<file path="config.mk">
export PLATFORM = sky130hd
export DESIGN_NAME = dfb_spi_master
export DESIGN_NICKNAME = d
export VERILOG_FILES = /design/src/rtl/dfb_spi_master.sv
export SDC_FILE = /design/constraint.sdc
export NUM_CORES = 1
export LEC_CHECK = 0
export ABC_AREA = 0
export ABC_CLOCK_PERIOD_IN_PS = 2300
export BUFFER_PORTS_ARGS = -buffer_cell sky130_fd_sc_hd__buf_4
export CAP_MARGIN = 15
export CORE_MARGIN = 5
export CORE_UTILIZATION = 40
export DETAILED_ROUTE_END_ITERATION = 8
export HOLD_SLACK_MARGIN = 0.05
export PLACE_DENSITY_LB_ADDON = 0.08
export SYNTH_ARGS = -nofsm -noshare
export SYNTH_HDL_FRONTEND = slang
export SYNTH_SLANG_ARGS = --single-unit
</file>
<file path="constraint.sdc">
create_clock -name CLKOSC -period 2.3 [get_ports CLKOSC]
set_input_delay 0.46 -clock CLKOSC [delete_from_list [all_inputs] [get_ports CLKOSC]]
set_output_delay 0.46 -clock CLKOSC [all_outputs]
set_load 0.01 [all_outputs]
</file>
<file path="src/rtl/dfb_spi_master.sv">
// dfb_spi_master -- register-mapped SPI master for the DFB accelerator CPLD.
//
// One 8-bit transfer per DATA write. SPI mode (CPOL/CPHA), bit order and the
// SCK half-period (DIV+1 CLKOSC cycles) are programmable. Chip selects are
// driven by software only, through CSEL.
//
// Optional feature macro: DFB_SPI_IRQ_EN adds the IRQ_N port and CTRL[3] (IE).
//
// Ports:
//   CLKOSC     system clock; all state changes on the rising edge
//   RST        asynchronous reset, active low
//   REG_CS_N   register access strobe, active low; acted on at its falling edge
//   REG_RW     1 = read, 0 = write
//   REG_ADDR   register index: 0 ID, 1 STATUS, 2 CTRL, 3 DIV, 4 DATA, 5 CSEL
//   REG_WDATA  write data
//   REG_RDATA  read data, combinational from REG_ADDR (8'h00 when unmapped)
//   SPI_SCK    serial clock
//   SPI_MOSI   serial data out
//   SPI_MISO   serial data in
//   SPI_CS_N   chip selects, active low
//   IRQ_N      completion interrupt, active low (DFB_SPI_IRQ_EN builds only)
module dfb_spi_master #(
  parameter int NUM_CS = 2,
  parameter int DIV_W  = 8
) (
  input  logic              CLKOSC,
  input  logic              RST,
  input  logic              REG_CS_N,
  input  logic              REG_RW,
  input  logic [2:0]        REG_ADDR,
  input  logic [7:0]        REG_WDATA,
  output logic [7:0]        REG_RDATA,
  output logic              SPI_SCK,
  output logic              SPI_MOSI,
  input  logic              SPI_MISO,
  output logic [NUM_CS-1:0] SPI_CS_N
`ifdef DFB_SPI_IRQ_EN
  ,
  output logic              IRQ_N
`endif
);

  localparam logic [2:0] ADDR_ID     = 3'd0;
  localparam logic [2:0] ADDR_STATUS = 3'd1;
  localparam logic [2:0] ADDR_CTRL   = 3'd2;
  localparam logic [2:0] ADDR_DIV    = 3'd3;
  localparam logic [2:0] ADDR_DATA   = 3'd4;
  localparam logic [2:0] ADDR_CSEL   = 3'd5;

  typedef enum logic [1:0] {
    ST_IDLE,
    ST_LEAD,
    ST_TRAIL,
    ST_FINISH
  } state_t;

  state_t            state_reg;
  logic              cs_n_prev_reg;
  logic              cpha_reg;
  logic              cpol_reg;
  logic              lsbf_reg;
  logic              ie_bit;
  logic [DIV_W-1:0]  div_reg;
  logic [DIV_W-1:0]  cnt_reg;
  logic [2:0]        bit_cnt_reg;
  logic [7:0]        shift_reg;
  logic [7:0]        rx_reg;
  logic              busy_reg;
  logic              done_reg;
  logic              ovr_reg;
  logic [NUM_CS-1:0] csel_reg;
  logic              sck_reg;
  logic              mosi_reg;

  logic              access;
  logic              wr_en;
  logic              rd_en;
  logic              data_wr;
  logic              cfg_wr_ok;
  logic [7:0]        shift_in;

`ifdef DFB_SPI_IRQ_EN
  logic ie_reg;
  logic irq_n_reg;
  assign ie_bit = ie_reg;
  assign IRQ_N  = irq_n_reg;
`else
  assign ie_bit = 1'b0;
`endif

  // An access is taken only on the first edge of a low REG_CS_N period.
  assign access    = ~REG_CS_N & cs_n_prev_reg;
  assign wr_en     = access & ~REG_RW;
  assign rd_en     = access & REG_RW;
  assign data_wr   = wr_en && (REG_ADDR == ADDR_DATA);
  // CTRL/DIV are frozen for the whole transfer, FINISH included.
  assign cfg_wr_ok = wr_en && !busy_reg;

  // Shift register after one sample: the outgoing bit leaves from the end
  // selected by LSBF and MISO enters from the opposite end, so RX ends up in
  // the same bit order as TX.
  assign shift_in = lsbf_reg ? {SPI_MISO, shift_reg[7:1]} : {shift_reg[6:0], SPI_MISO};

  function automatic logic out_bit(input logic [7:0] v, input logic lsbf);
    return lsbf ? v[0] : v[7];
  endfunction

  assign SPI_SCK  = sck_reg;
  assign SPI_MOSI = mosi_reg;
  assign SPI_CS_N = ~csel_reg;

  always_comb begin
    REG_RDATA = 8'h00;
    case (REG_ADDR)
      ADDR_ID:     REG_RDATA = 8'h02;
      ADDR_STATUS: REG_RDATA = {busy_reg, done_reg, ovr_reg, 5'b00000};
      ADDR_CTRL:   REG_RDATA = {4'b0000, ie_bit, lsbf_reg, cpol_reg, cpha_reg};
      ADDR_DIV:    REG_RDATA[DIV_W-1:0] = div_reg;
      ADDR_DATA:   REG_RDATA = rx_reg;
      ADDR_CSEL:   REG_RDATA[NUM_CS-1:0] = csel_reg;
      default:     REG_RDATA = 8'h00;
    endcase
  end

  always_ff @(posedge CLKOSC or negedge RST) begin
    if (!RST) begin
      state_reg     <= ST_IDLE;
      cs_n_prev_reg <= 1'b1;
      cpha_reg      <= 1'b0;
      cpol_reg      <= 1'b0;
      lsbf_reg      <= 1'b0;
      div_reg       <= '1;
      cnt_reg       <= '0;
      bit_cnt_reg   <= 3'd0;
      shift_reg     <= 8'hFF;
      rx_reg        <= 8'hFF;
      busy_reg      <= 1'b0;
      done_reg      <= 1'b0;
      ovr_reg       <= 1'b0;
      csel_reg      <= '0;
      sck_reg       <= 1'b0;
      mosi_reg      <= 1'b1;
`ifdef DFB_SPI_IRQ_EN
      ie_reg        <= 1'b0;
      irq_n_reg     <= 1'b1;
`endif
    end else begin
      cs_n_prev_reg <= REG_CS_N;

      if (cfg_wr_ok && REG_ADDR == ADDR_CTRL) begin
        cpha_reg <= REG_WDATA[0];
        cpol_reg <= REG_WDATA[1];
        lsbf_reg <= REG_WDATA[2];
`ifdef DFB_SPI_IRQ_EN
        ie_reg   <= REG_WDATA[3];
`endif
      end
      if (cfg_wr_ok && REG_ADDR == ADDR_DIV)
        div_reg <= REG_WDATA[DIV_W-1:0];
      if (wr_en && REG_ADDR == ADDR_CSEL)
        csel_reg <= REG_WDATA[NUM_CS-1:0];

      if (rd_en && REG_ADDR == ADDR_STATUS)
        ovr_reg <= 1'b0;
      if (data_wr && busy_reg)
        ovr_reg <= 1'b1;
      if (rd_en && REG_ADDR == ADDR_DATA)
        done_reg <= 1'b0;

`ifdef DFB_SPI_IRQ_EN
      irq_n_reg <= ~(done_reg & ie_reg);
`endif

      case (state_reg)
        ST_IDLE: begin
          // Idle SCK tracks CPOL, including a CPOL change written this cycle.
          sck_reg <= (cfg_wr_ok && REG_ADDR == ADDR_CTRL) ? REG_WDATA[1] : cpol_reg;
          if (data_wr) begin
            shift_reg   <= REG_WDATA;
            mosi_reg    <= out_bit(REG_WDATA, lsbf_reg);
            done_reg    <= 1'b0;
            busy_reg    <= 1'b1;
            cnt_reg     <= div_reg;
            bit_cnt_reg <= 3'd0;
            sck_reg     <= cpol_reg ^ cpha_reg;
            state_reg   <= ST_LEAD;
          end
        end
        ST_LEAD: begin
          if (cnt_reg == '0) begin
            if (!cpha_reg)
              shift_reg <= shift_in;
            cnt_reg   <= div_reg;
            sck_reg   <= ~(cpol_reg ^ cpha_reg);
            state_reg <= ST_TRAIL;
          end else begin
            cnt_reg <= cnt_reg - 1'b1;
          end
        end
        ST_TRAIL: begin
          if (cnt_reg == '0) begin
            if (cpha_reg)
              shift_reg <= shift_in;
            cnt_reg <= div_reg;
            if (bit_cnt_reg == 3'd7) begin
              // MOSI keeps the last bit; SCK goes straight back to idle.
              sck_reg   <= cpol_reg;
              state_reg <= ST_FINISH;
            end else begin
              // CPHA=1 samples on this same edge, so the next bit comes from
              // the freshly shifted value.
              mosi_reg    <= out_bit(cpha_reg ? shift_in : shift_reg, lsbf_reg);
              bit_cnt_reg <= bit_cnt_reg + 3'd1;
              sck_reg     <= cpol_reg ^ cpha_reg;
              state_reg   <= ST_LEAD;
            end
          end else begin
            cnt_reg <= cnt_reg - 1'b1;
          end
        end
        ST_FINISH: begin
          // Placed after the DATA-read clear so a coincident read cannot
          // cancel DONE.
          rx_reg    <= shift_reg;
          done_reg  <= 1'b1;
          busy_reg  <= 1'b0;
          sck_reg   <= cpol_reg;
          state_reg <= ST_IDLE;
        end
        default: state_reg <= ST_IDLE;
      endcase
    end
  end

endmodule

</file>
==> metrics.txt <==
syn avg cell area=10.2 µm²; Worst Clk Skew=0.00929 ns; Int Pwr=2570 µW; Sw Pwr=1830 µW; vias per inst=5.51; Final Hold Fails=0; DRT Wirelength=7.16 mm; CP arrival=2.34 ns; postcts setup bufs=0; sw frac=0.416; Die Footprint=a little under 9000 µm²; Ports=28; CTS Root Cell=clkbuf_8; RSZ-0062 raised after global routing=no; synthesized flop and latch total=48; Post-synth ARST share=1.00; logic gate share of total power=0.506; antenna violations before repair=0; WHS=0.152 ns; clock-pin slew on the worst setup and hold paths=~0.09 ns; share of layout cells above drive strength 1=0.367; met2 Use GR=0.264; minimum clock period=2.14 ns; GR Util met3=0.0409; Finish-stage setup viols=0; CP Class=reg2reg; clk buf depth=2; total CTS buffers=5; yosys warns=0; Seq/Total Area, Yosys=0.435; most frequent cell after synthesis=mux2_2; Syn Nets=301; HP Class=in2async; Worst R2R Path Depth=5; Slew HR=0.576; outcome=finished, final reports clean; IO buf count=27; wire length per cell=17.4 µm; Initial DRC Count=116; Cells after Synth=277; largest net degree at the start of global routing=between 40 and 50; All-Layer GR Usage=0.169; vias after detailed routing=2272; largest area contributor in the synthesized netlist=dfstp_2; total grt overflow=0; Startpoint Class=register; Post-CTS Resized=0; Synth cell types=50; clk sinks=48; Crit. End Element=register; Slew Viols, Final=0; Worst Tran Pin Value=0.636 ns; Placeable Area=6870 µm²; top_reg_cell synth=dfstp_2; Pwr Density=1320 nW/µm²; CTS tree=built; n_diodes=0; dpl hpwl=5.33 mm; initial core utilization=0.413; Setup TNS=0 ns; most crowded layer after global routing=met2; Synth Cell Area=around 2800 µm²; maximum vdd ir drop=about 0.53 mV; CP Max Fanout=3; Synth top area share=0.241; clock latency on the worst-skew pair=0.31 ns; Final GP Congestion=~0.85; Worst EP required=2.50 ns; vias in the first global route=2281; pre-CTS setup slack=0.0931 ns; Area growth, synth to finish=17.6%; Flop pwr share=0.366; P_leak=0.00143 µW; H-tree depth=2; chip width=94.2 µm; router iterations before antenna repair=4; # rows=30; DIE HEIGHT=94.2 µm; first-pass GRT wire length=around 12 mm; cts hold-fix bufs=0; Synth area leaders=dfstp_2 24%, dfrtp_1 19%, mux2_2 11%, o21ai_0 3.9%, ha_1 3.5%; Final Cycle Share=0.932; GR Util met1=0.228; layout net count=339; Setup WS post-layout=0.156 ns; clock share of power=0.128; DRC=0; Routed Antenna Nets=0; Post-synth top cells=28 x mux2_2, 26 x dfstp_2, 22 x dfrtp_1, 22 x o21ai_0, 19 x nand2_1; fmax=466 MHz; Post-synth EDFFs=0; Max-Cap Viols=0
[path summary, 6_finish.rpt]
check / startpoint / slack, ns / endpoint
setup / recovery: cs_n_prev_reg / 0.16 / SPI_SCK
hold / removal: RST / 0.15 / bit_cnt_reg[1]
setup reg to reg: cs_n_prev_reg / 0.16 / SPI_SCK
hold reg to reg: shift_reg[0] / 0.51 / shift_reg[0]
max in group asynchronous: RST / 1.70 / state_reg[1]
min in group CLKOSC: REG_CS_N / 0.27 / cs_n_prev_reg
[per-layer routing]
layer / vias up / wire length, µm
li1: 1113 / -
met1: 1102 / 3430
met4: 0 / 116
met5: - / 0
met2: 45 / 3300
met3: 12 / 318
[worst max-delay path: stages (launching register included)]
cell      delay (ns)
dfstp_2         0.55
or3b_4          0.38
or4_4           0.43
mux2_4          0.32
a221oi_2        0.26
a21oi_1         0.09
[power groups by stage]
stage,registers (µW),logic (µW),clock network (µW)
floorplan,1480,1590,0
global placement,1630,2210,0
detailed placement,1620,2240,0
CTS,1610,2250,571
global route,1660,2480,601
finish,1610,2220,562
[cells in the final DEF, fill, tap and decap left out, drive strengths merged, types with 7 or more instances in the layout]
master and count:
a22oi 8, mux2 29, a22o 9, nand2 19, inv 19, buf 42
a21oi 16, mux2i 10, o21ai 23, nand3 7, dfstp 26, dfrtp 22
nor2 7, ha 8
[final cells by class]
type / instances / area [µm²]
tap: 96 / 120
multi-input combinational: 200 / 1490
clock buffer: 6 / 82.6
clock inverter: 2 / 13.8
fill: 674 / 3530
timing repair buffer: 42 / 328
sequential: 48 / 1230
inverter: 18 / 67.6
[per-stage QoR]
step	instances	instance area [µm²]	power (µW)	util
floorplan	277	2840	3070	-
global placement	404	3240	3830	0.472
detailed placement	404	3240	3870	0.472
CTS	412	3340	4430	0.486
global route	412	3340	4740	0.486
finish	412	3340	4400	0.486
[kinds of logic (layout without fill, tap and decap cells)]
logic type	after synthesis	count (layout)	share of synthesized area
xor+xnor	1	1	0.00309
flops	48	48	0.435
buf+inv	29	68	0.0392
compound gates	84	84	0.199
fa+ha+maj	8	8	0.0353
simple gates	68	68	0.137
mux	39	39	0.152
Note: power is estimated with default switching activity, not from simulation.
